===== src/rtl/bsg_chip_pkg.sv =====
// Shared types and codes for the gateway loopback test controller.
// BSG_SAFE_CLOG2 is defined here when the surrounding codebase has not already defined it.
`ifndef BSG_SAFE_CLOG2
`define BSG_SAFE_CLOG2(x) (((x) <= 1) ? 1 : $clog2(x))
`endif

package bsg_chip_pkg;

  typedef enum logic [2:0] {
    IDLE  = 3'd0,
    RESET = 3'd1,
    RUN   = 3'd2,
    DRAIN = 3'd3,
    CHECK = 3'd4,
    DONE  = 3'd5
  } gw_lb_state_e;

  localparam logic [1:0] gw_lb_fail_none_gp = 2'b00;
  localparam logic [1:0] gw_lb_fail_err_gp  = 2'b01;
  localparam logic [1:0] gw_lb_fail_cnt_gp  = 2'b10;

endpackage


===== src/rtl/bsg_gateway_loopback_node_check.sv =====
// Selects one test node by index and classifies it: error flag first, then sent/received equality.
module bsg_gateway_loopback_node_check
  import bsg_chip_pkg::*;
#(
  parameter int num_nodes_p   = 20,
  parameter int count_width_p = 32,
  parameter int idx_width_p   = 5
) (
  input  logic [idx_width_p-1:0]               idx_i,
  input  logic [num_nodes_p-1:0]               node_error_i,
  input  logic [num_nodes_p*count_width_p-1:0] node_sent_i,
  input  logic [num_nodes_p*count_width_p-1:0] node_received_i,
  output logic [1:0]                           fail_code_o
);

  logic [count_width_p-1:0] sent_sel;
  logic [count_width_p-1:0] recv_sel;
  logic                     err_sel;

  always_comb begin
    sent_sel    = node_sent_i[count_width_p*int'(idx_i) +: count_width_p];
    recv_sel    = node_received_i[count_width_p*int'(idx_i) +: count_width_p];
    err_sel     = node_error_i[idx_i];
    fail_code_o = gw_lb_fail_none_gp;
    if (err_sel)
      fail_code_o = gw_lb_fail_err_gp;
    else if (sent_sel != recv_sel)
      fail_code_o = gw_lb_fail_cnt_gp;
  end

endmodule


===== src/rtl/bsg_gateway_loopback_test_ctrl.sv =====
// Loopback test pass sequencer: reset nodes, run traffic, drain, scan per-node results.
// Optional BSG_GATEWAY_LOOPBACK_STATS_EN adds a saturating total_sent_o accumulator.
//
//  state | meaning
//  IDLE  | waiting for start with init done; nodes held in reset
//  RESET | nodes in reset for reset_cycles_p cycles
//  RUN   | traffic enabled for run_cycles_p cycles
//  DRAIN | traffic disabled, in-flight packets settle for drain_cycles_p cycles
//  CHECK | scan one node per cycle, stop at first failure
//  DONE  | result valid and held until next accepted start
module bsg_gateway_loopback_test_ctrl
  import bsg_chip_pkg::*;
#(
  parameter int num_nodes_p    = 20,
  parameter int count_width_p  = 32,
  parameter int reset_cycles_p = 16,
  parameter int run_cycles_p   = 5000,
  parameter int drain_cycles_p = 500
) (
  input  logic                                     clk_i,
  input  logic                                     reset_n_i,
  input  logic                                     init_done_i,
  input  logic                                     start_i,
  input  logic [num_nodes_p-1:0]                   node_error_i,
  input  logic [num_nodes_p*count_width_p-1:0]     node_sent_i,
  input  logic [num_nodes_p*count_width_p-1:0]     node_received_i,
  output logic                                     node_reset_o,
  output logic                                     node_en_o,
  output logic                                     busy_o,
  output logic                                     done_o,
  output logic                                     pass_o,
  output logic [`BSG_SAFE_CLOG2(num_nodes_p)-1:0]  fail_idx_o,
`ifdef BSG_GATEWAY_LOOPBACK_STATS_EN
  output logic [1:0]                               fail_code_o,
  output logic [count_width_p+8-1:0]               total_sent_o
`else
  output logic [1:0]                               fail_code_o
`endif
);

  localparam int max_rr_lp     = (reset_cycles_p > run_cycles_p) ? reset_cycles_p : run_cycles_p;
  localparam int max_cycles_lp = (max_rr_lp > drain_cycles_p) ? max_rr_lp : drain_cycles_p;
  localparam int cnt_width_lp  = $clog2(max_cycles_lp + 1);
  localparam int idx_width_lp  = `BSG_SAFE_CLOG2(num_nodes_p);

  localparam logic [cnt_width_lp-1:0] reset_load_lp = cnt_width_lp'(reset_cycles_p - 1);
  localparam logic [cnt_width_lp-1:0] run_load_lp   = cnt_width_lp'(run_cycles_p - 1);
  localparam logic [cnt_width_lp-1:0] drain_load_lp = cnt_width_lp'(drain_cycles_p - 1);
  localparam logic [idx_width_lp-1:0] last_idx_lp   = idx_width_lp'(num_nodes_p - 1);

  gw_lb_state_e              state_r, state_n;
  logic [cnt_width_lp-1:0]   cnt_r, cnt_n;
  logic [idx_width_lp-1:0]   idx_r, idx_n;
  logic                      pass_n;
  logic [idx_width_lp-1:0]   fail_idx_n;
  logic [1:0]                fail_code_n;
  logic [1:0]                chk_code;
  logic                      start_ok;
  logic                      clear_res;
  logic                      accum_en;

  bsg_gateway_loopback_node_check #(
    .num_nodes_p   (num_nodes_p),
    .count_width_p (count_width_p),
    .idx_width_p   (idx_width_lp)
  ) node_check (
    .idx_i           (idx_r),
    .node_error_i    (node_error_i),
    .node_sent_i     (node_sent_i),
    .node_received_i (node_received_i),
    .fail_code_o     (chk_code)
  );

  assign start_ok = start_i & init_done_i;

  always_comb begin
    state_n     = state_r;
    cnt_n       = cnt_r;
    idx_n       = idx_r;
    pass_n      = pass_o;
    fail_idx_n  = fail_idx_o;
    fail_code_n = fail_code_o;
    clear_res   = 1'b0;
    accum_en    = 1'b0;
    case (state_r)
      IDLE, DONE: begin
        if (start_ok) begin
          state_n   = RESET;
          cnt_n     = reset_load_lp;
          clear_res = 1'b1;
        end
      end
      RESET: begin
        if (!init_done_i) state_n = IDLE;
        else if (cnt_r == '0) begin
          state_n = RUN;
          cnt_n   = run_load_lp;
        end else cnt_n = cnt_r - cnt_width_lp'(1);
      end
      RUN: begin
        if (!init_done_i) state_n = IDLE;
        else if (cnt_r == '0) begin
          state_n = DRAIN;
          cnt_n   = drain_load_lp;
        end else cnt_n = cnt_r - cnt_width_lp'(1);
      end
      DRAIN: begin
        if (!init_done_i) state_n = IDLE;
        else if (cnt_r == '0) begin
          state_n = CHECK;
          idx_n   = '0;
        end else cnt_n = cnt_r - cnt_width_lp'(1);
      end
      CHECK: begin
        if (!init_done_i) state_n = IDLE;
        else begin
          accum_en = 1'b1;
          if (chk_code != gw_lb_fail_none_gp) begin
            state_n     = DONE;
            pass_n      = 1'b0;
            fail_idx_n  = idx_r;
            fail_code_n = chk_code;
          end else if (idx_r == last_idx_lp) begin
            state_n = DONE;
            pass_n  = 1'b1;
          end else idx_n = idx_r + idx_width_lp'(1);
        end
      end
      default: state_n = IDLE;
    endcase
    if (clear_res) begin
      pass_n      = 1'b0;
      fail_idx_n  = '0;
      fail_code_n = gw_lb_fail_none_gp;
    end
  end

  // Outputs are registered from the next state so they line up with the state register.
  always_ff @(posedge clk_i or negedge reset_n_i) begin
    if (!reset_n_i) begin
      state_r      <= IDLE;
      cnt_r        <= '0;
      idx_r        <= '0;
      node_reset_o <= 1'b1;
      node_en_o    <= 1'b0;
      busy_o       <= 1'b0;
      done_o       <= 1'b0;
      pass_o       <= 1'b0;
      fail_idx_o   <= '0;
      fail_code_o  <= gw_lb_fail_none_gp;
    end else begin
      state_r      <= state_n;
      cnt_r        <= cnt_n;
      idx_r        <= idx_n;
      node_reset_o <= (state_n == IDLE) || (state_n == RESET);
      node_en_o    <= (state_n == RUN);
      busy_o       <= (state_n == RESET) || (state_n == RUN) ||
                      (state_n == DRAIN) || (state_n == CHECK);
      done_o       <= (state_n == DONE);
      pass_o       <= pass_n;
      fail_idx_o   <= fail_idx_n;
      fail_code_o  <= fail_code_n;
    end
  end

`ifdef BSG_GATEWAY_LOOPBACK_STATS_EN
  localparam int tot_width_lp = count_width_p + 8;

  logic [count_width_p-1:0] stat_sent;
  logic [tot_width_lp:0]    stat_sum;
  logic [tot_width_lp-1:0]  total_n;

  always_comb begin
    stat_sent = node_sent_i[count_width_p*int'(idx_r) +: count_width_p];
    stat_sum  = {1'b0, total_sent_o} + {9'b0, stat_sent};
    total_n   = total_sent_o;
    if (clear_res) total_n = '0;
    else if (accum_en) total_n = stat_sum[tot_width_lp] ? '1 : stat_sum[tot_width_lp-1:0];
  end

  always_ff @(posedge clk_i or negedge reset_n_i) begin
    if (!reset_n_i) total_sent_o <= '0;
    else            total_sent_o <= total_n;
  end
`else
  logic unused_accum;
  assign unused_accum = accum_en;
`endif

endmodule


===== config.mk =====
export PLATFORM = sky130hd
export DESIGN_NAME = bsg_gateway_loopback_test_ctrl
export DESIGN_NICKNAME = d
export VERILOG_FILES = /design/src/rtl/bsg_chip_pkg.sv /design/src/rtl/bsg_gateway_loopback_node_check.sv /design/src/rtl/bsg_gateway_loopback_test_ctrl.sv
export SDC_FILE = /design/constraint.sdc
export NUM_CORES = 1
export LEC_CHECK = 0
export ABC_AREA = 1
export BUFFER_PORTS_ARGS = -buffer_cell sky130_fd_sc_hd__buf_2
export CAP_MARGIN = 20
export CORE_AREA = 2 2 511 513
export DETAILED_ROUTE_END_ITERATION = 8
export DIE_AREA = 0 0 513 515
export GPL_ROUTABILITY_DRIVEN = 0
export PLACE_DENSITY_LB_ADDON = 0.08
export SYNTH_ARGS = -nofsm -noshare
export SYNTH_HDL_FRONTEND = slang
export SYNTH_HIERARCHICAL = 1
export SYNTH_SLANG_ARGS = --single-unit

===== constraint.sdc =====
create_clock -name clk_i -period 4 [get_ports clk_i]
set_clock_uncertainty 0.15 [all_clocks]
set_input_delay 0.8 -clock clk_i [delete_from_list [all_inputs] [get_ports clk_i]]
set_output_delay 0.8 -clock clk_i [all_outputs]
set_load 0.01 [all_outputs]

# After elaboration in Yosys (flattened, before gate mapping)
# Cells that the tools add are included.
dict set report classes {
  add_sub_neg 2
  n_lt_le_gt_ge 1
  n_eq_ne 21
  shifts 2
  muxes 44
  n_bitwise 1
  reduce_logical 19
}
# op n
set ops {}
lappend ops {{$shiftx 640x11->32} 2}
lappend ops {{$mux 13} 7}
lappend ops {{$pmux 13 s4} 1}
lappend ops {{$mux 5} 9}
lappend ops {{$ne 32x32->1} 1}
lappend ops {{$mux 3} 10}
lappend ops {{$ne 2x2->1 const B} 9}
lappend ops {{$pmux 3 s5} 1}
lappend ops {{$logic_not 13->1} 1}
lappend ops {{$sub 13x1->13 const B} 1}
lappend ops {{$eq 3x2->1 const B} 4}
lappend ops {{$eq 3x3->1 const B} 4}
lappend ops {{$mux 2} 6}
lappend ops {{$reduce_and 6->1} 2}
lappend ops {{$pmux 5 s2} 1}
lappend ops {{$reduce_bool 2->1} 5}
lappend ops {{$mux 1} 8}
lappend ops {{$eq 3x1->1 const B} 2}
lappend ops {{$logic_not 3->1} 2}
lappend ops {{$lt 5x6->1 const B} 1}
lappend ops {{$reduce_and 3->1} 2}
lappend ops {{$add 5x1->5 const B} 1}
lappend ops {{$bmux 1 s5} 1}
lappend ops {{$eq 5x5->1 const B} 1}
lappend ops {{5 further kinds} 8}
dict set report totals {
  register_bits 33
  output_inout_bits 12
}

# Logic depth before layout (Yosys ltp)
dict set report depth {
  word_depth 12
  depth_mapped 30
}

# Cells and area by module
# The synthesis kept the hierarchy.
# mod instances cells_each area_each_um2 seq_area_each_um2
set by_module_without_submodules {}
lappend by_module_without_submodules {bsg_gateway_loopback_node_check 1 3713 15643.8 0.0}
lappend by_module_without_submodules {bsg_gateway_loopback_test_ctrl 1 267 2049.5 827.0}

# Least setup slack after synthesis
# OpenSTA, ideal clock, no wires.
dict set report synth_path {
  path_type {flip-flop to flip-flop}
  startpoint {register idx_r[0]}
  endpoint {register idx_r[1]}
  setup_time_ns 0.127
  arrival_time_ns 2.645
  path_slack_ns 1.078
  stages_incl_launch_ff 23
  path_buffers 5
  synth_period_minus_slack_ns 2.922
  path_cell_list {dfrtp_1 > buf_6 > inv_4 > buf_8 > buf_12 > buf_6 > buf_6 > nor2_1 > o22ai_1 > nand2_1 > a21boi_1 > nand2_1 > nand2_1 > nor2_1 > nand2_1 > nor2_1 > nand2_1 > nor2_1 > nor2_1 > nor2_1 > nand3_2 > a21oi_4 > o21ai_0}
}
dict set report synth_via {
  elab_chain_cells 7
}
# item line
set synth_rtl {}
lappend synth_rtl {{start: declaration} bsg_gateway_loopback_test_ctrl.sv:53} ;# logic [idx_width_lp-1:0] idx_r, idx_n;
lappend synth_rtl {{start signal: assignment} bsg_gateway_loopback_test_ctrl.sv:154} ;# idx_r <= idx_n;
lappend synth_rtl {{$shiftx 640x11->32, on equally long branches} {bsg_gateway_loopback_node_check.sv:21, bsg_gateway_loopback_node_check.sv:22}}
lappend synth_rtl {{$ne 32x32->1} bsg_gateway_loopback_node_check.sv:27} ;# else if (sent_sel != recv_sel)
lappend synth_rtl {{$mux 2} bsg_gateway_loopback_node_check.sv:27}
lappend synth_rtl {{$mux 2 *} bsg_gateway_loopback_node_check.sv:25} ;# if (err_sel)
lappend synth_rtl {{net chk_code[1]} bsg_gateway_loopback_test_ctrl.sv:57} ;# logic [1:0] chk_code;
lappend synth_rtl {{$reduce_bool 2->1 *} bsg_gateway_loopback_test_ctrl.sv:118} ;# if (chk_code != gw_lb_fail_none_gp) begin
lappend synth_rtl {{$ne 2x2->1 (no line) *} -}
lappend synth_rtl {{$reduce_and 6->1 (no line) *} -}
# The timed path passes the listed nets; every way through them passes the cells marked *. The select of a mux whose other input is x is not followed.
# A chain may end at the register's enable or synchronous reset.

# Final worst setup path
dict set report layout_path {
  startpoint {register idx_r[0]}
  endpoint {register pass_o}
}
dict set report layout_via {
  elab_chain_cells 9
}
# item line
set layout_rtl {}
lappend layout_rtl {{$shiftx 640x11->32, on equally long branches} {bsg_gateway_loopback_node_check.sv:21, bsg_gateway_loopback_node_check.sv:22}}
lappend layout_rtl {{$ne 32x32->1} bsg_gateway_loopback_node_check.sv:27}
lappend layout_rtl {{$mux 2} bsg_gateway_loopback_node_check.sv:27}
lappend layout_rtl {{$mux 2 *} bsg_gateway_loopback_node_check.sv:25}
lappend layout_rtl {{net chk_code[1]} bsg_gateway_loopback_test_ctrl.sv:57}
lappend layout_rtl {{$reduce_bool 2->1 *} bsg_gateway_loopback_test_ctrl.sv:118}
lappend layout_rtl {{$mux 1} bsg_gateway_loopback_test_ctrl.sv:118}
lappend layout_rtl {{$mux 1} bsg_gateway_loopback_test_ctrl.sv:115} ;# if (!init_done_i) state_n = IDLE;
lappend layout_rtl {{$mux 1} bsg_gateway_loopback_test_ctrl.sv:85} ;# case (state_r)
lappend layout_rtl {{$mux 1} bsg_gateway_loopback_test_ctrl.sv:131} ;# if (clear_res) begin
lappend layout_rtl {{end signal: assignment} bsg_gateway_loopback_test_ctrl.sv:160} ;# pass_o <= pass_n;
lappend layout_rtl {{end: declaration} bsg_gateway_loopback_test_ctrl.sv:31} ;# output logic pass_o,
# Marked as above.

==> flow_metrics.env <==
export IMPL_drive_above_1_share_pct=41.6
export IMPL_final_cell_mix="nand2_1 (1,500), buf_2 (1,315), nor2_1 (550)"
export IMPL_post_route_min_period_ns=3.89
export IMPL_reg2reg_to="pass_o"
export IMPL_antenna_found_initial=156
export IMPL_cp_max_fo=9
export IMPL_grt_max_degree=51
export IMPL_slew_violations=0
export IMPL_status="complete, no violations"
export IMPL_clockBufferDepth=2
export IMPL_cp_slowest_cell="dfrtp_4"
export IMPL_max_cap_violations=0
export IMPL_setup_viol=0
export IMPL_std_cell_rows=187
export IMPL_cp_buffers_inverters=8
export IMPL_cp_depth=26
export IMPL_final_nets=6837
export IMPL_ys_seq_area_share_pct=4.67
export IMPL_htreeDepth=2
export IMPL_crit_end="pass_o"
export IMPL_p_leak_nw=19.2
export IMPL_slew_headroom_pct=40.1
export IMPL_clk_pin_slew_worst_paths_ns=0.06
export IMPL_cp_top_family="simple AND/OR/NAND/NOR gates"
export IMPL_setup_worst_path_end_class="flop"
export IMPL_synth_distinct_cells=46
export IMPL_cts_sinks=33
export IMPL_numCtsBuffers=5
export IMPL_period_share_pct=97.2
export IMPL_startpoint_type="flop"
export IMPL_grt_use_total_pct=16.7
export IMPL_syn_inst=3980
export IMPL_synth_avg_cell_area_um2=4.45
export IMPL_synth_seq_cells=33
export IMPL_max_freq_mhz=257
export IMPL_synthesis_area_mm2=0.0177
export IMPL_port_buffers=1315
export IMPL_setup_tns_ns=0
export IMPL_hold_violations=0
export IMPL_ios=1316
export IMPL_worst_pin_slew_ns=0.898
export IMPL_required_ns=4.08
export IMPL_area_growth_synth_to_final_pct=100
export IMPL_die_area_mm2=0.264
export IMPL_drt_pass1_iter_count=5
export IMPL_grt_first_pass_wirelength_mm=300
export IMPL_crit_type="flop to flop"
export IMPL_reg2reg_depth=26
export IMPL_vias=31474
export IMPL_rsz0062_at_grt="yes"
export IMPL_synth_fp_nets=5287
export IMPL_final_common_cell="nand2_1"
export IMPL_cts_tree="built"
export IMPL_dieHeight_um=515
export IMPL_worstPathArrival_ns=3.97
export IMPL_viasPerCell=3.51
export IMPL_wl_per_cell_um=26.0
export IMPL_synth_edf_count=0
export IMPL_grt_pass1_vias=32739
export IMPL_die_w_um=513
export IMPL_ant_nets=0
export IMPL_clock_latency_ns=0.29
export IMPL_routed_wl_mm=233
export IMPL_async_flop_share_pct=100
export IMPL_irDropWorstVdd_uv=151
export IMPL_fin_cells=8970
export IMPL_reg2reg_slack_ns=0.11
export IMPL_hp_class="flop to flop"
export IMPL_ys_flop_type="dfrtp_1"
export IMPL_dp_cells=8868
export IMPL_core_mm2=0.259
export IMPL_drc=0
export IMPL_reg2reg_from="idx_r[0]"
export IMPL_cp_startpoint="idx_r[0]"
export IMPL_max_stage_delay_ns=0.54
export IMPL_hold_ws_ns=0.330
export IMPL_dp_final_hpwl_mm=202
export IMPL_pwr_density_cell_mw_per_mm2=245
export IMPL_grt_overflow=0
export IMPL_ys_warnings_count=6
export IMPL_root_buffer="clkbuf_16"
export IMPL_drt_iter0_drc=1586
export IMPL_start_util_pct=6.84
==> power breakdown <==
part           leakage [nW]  internal [mW]  total [mW]  switching, mW
combinational          18.7           3.10        7.79           4.70
sequential            0.422          0.387       0.460         0.0725
clock                0.0704          0.249       0.413          0.165
==> kinds of logic (layout without fill, tap and decap cells) <==
family | after synthesis | after routing | synth area share, %
adders and majority gates | 3 | 3 | 0.212
DFF | 33 | 33 | 4.67
AOI/OAI and AO/OA | 529 | 529 | 15.9
buffers and inverters | 754 | 2305 | 18.9
other | 0 | 37 | 0
and+or+nand+nor | 2653 | 2653 | 59.9
xor gates and xnor gates | 8 | 8 | 0.396
==> registers in the layout (all words and copies together), names as in the netlist <==
name / count
node_reset_o: 1
fail_code_o: 2
done_o: 1
pass_o: 1
cnt_r: 13
busy_o: 1
node_en_o: 1
idx_r: 5
fail_idx_o: 5
state_r: 3
==> per-stage QoR <==
step	power [mW]	setup WS [ns]	utilization, %	area [um2]
after floorplan	3.23	1.08	-	17700
final	8.67	0.111	13.7	35400
after CTS	8.63	-0.0411	13.1	33800
after global placement	7.65	-1.12	12.3	31700
after detailed placement	7.57	-1.08	12.3	31700
after global routing	9.50	-0.125	13.7	35400
==> timing repair <==
action / in CTS / in global routing
buffers inserted: 37 / 12
hold buffers: 0 / 0
cloned: 19 / 10
hold endpoints to repair: 0 / 0
gates resized for setup: 309 / 400
pin swaps: 35 / 107
setup endpoints to repair: 19 / 19
==> Yosys cell counts (all sizes together) (18+ instances only) <==
cell type	instances	area share (%)
buf	190	6.9
inv	476	10
nand3	376	11
a21oi	55	1.7
nand2	1659	35
dfrtp	32	4.5
clkbuf	85	1.8
o22ai	66	2.3
a21boi	18	0.76
o21ai	385	11
nor2	605	13
==> worst min-delay path: cells and delay by family (launching register included) <==
| family | cells | cell delay, ns |
|---|---|---|
| flip-flops | 1 | 0.35 |
| AND/OR/NAND/NOR | 2 | 0.10 |
==> per-layer routing <==
| layer | wire length, um | GRT usage (%) | up-vias |
|---|---|---|---|
| met1 | 98500 | 20.2 | 14457 |
| li1 | - | - | 15401 |
| met2 | 117000 | 31.0 | 1237 |
| met5 | 576 | 0 | - |
| met3 | 13400 | 3.53 | 283 |
| met4 | 3240 | 1.65 | 96 |
==> layout make-up <==
type | instances | area, um2
Fill cell | 31017 | 223000
Multi-Input combinational cell | 3193 | 15500
Timing Repair Buffer | 1815 | 12700
Tap cell | 3402 | 4260
Inverter | 479 | 1870
Sequential cell | 33 | 842
Clock buffer | 7 | 143
Antenna cell | 37 | 92.6
Timing Repair inverter | 3 | 57.6
Clock inverter | 1 | 7.51
==> worst min path at each step <==
stage / start / endpoint / slack (ns) / cells past startpoint
4_1_cts: fail_idx_o[1] / fail_idx_o[1] / 0.34 / 2
3_5_place_dp: fail_idx_o[1] / fail_idx_o[1] / 0.32 / 2
2_1_floorplan: cnt_r[11] / cnt_r[11] / 0.32 / 2
6_report: fail_idx_o[1] / fail_idx_o[1] / 0.33 / 2
3_3_place_gp: pass_o / pass_o / 0.32 / 1
5_1_grt: fail_idx_o[0] / fail_idx_o[0] / 0.37 / 2
(Power assumes the default switching activity.)
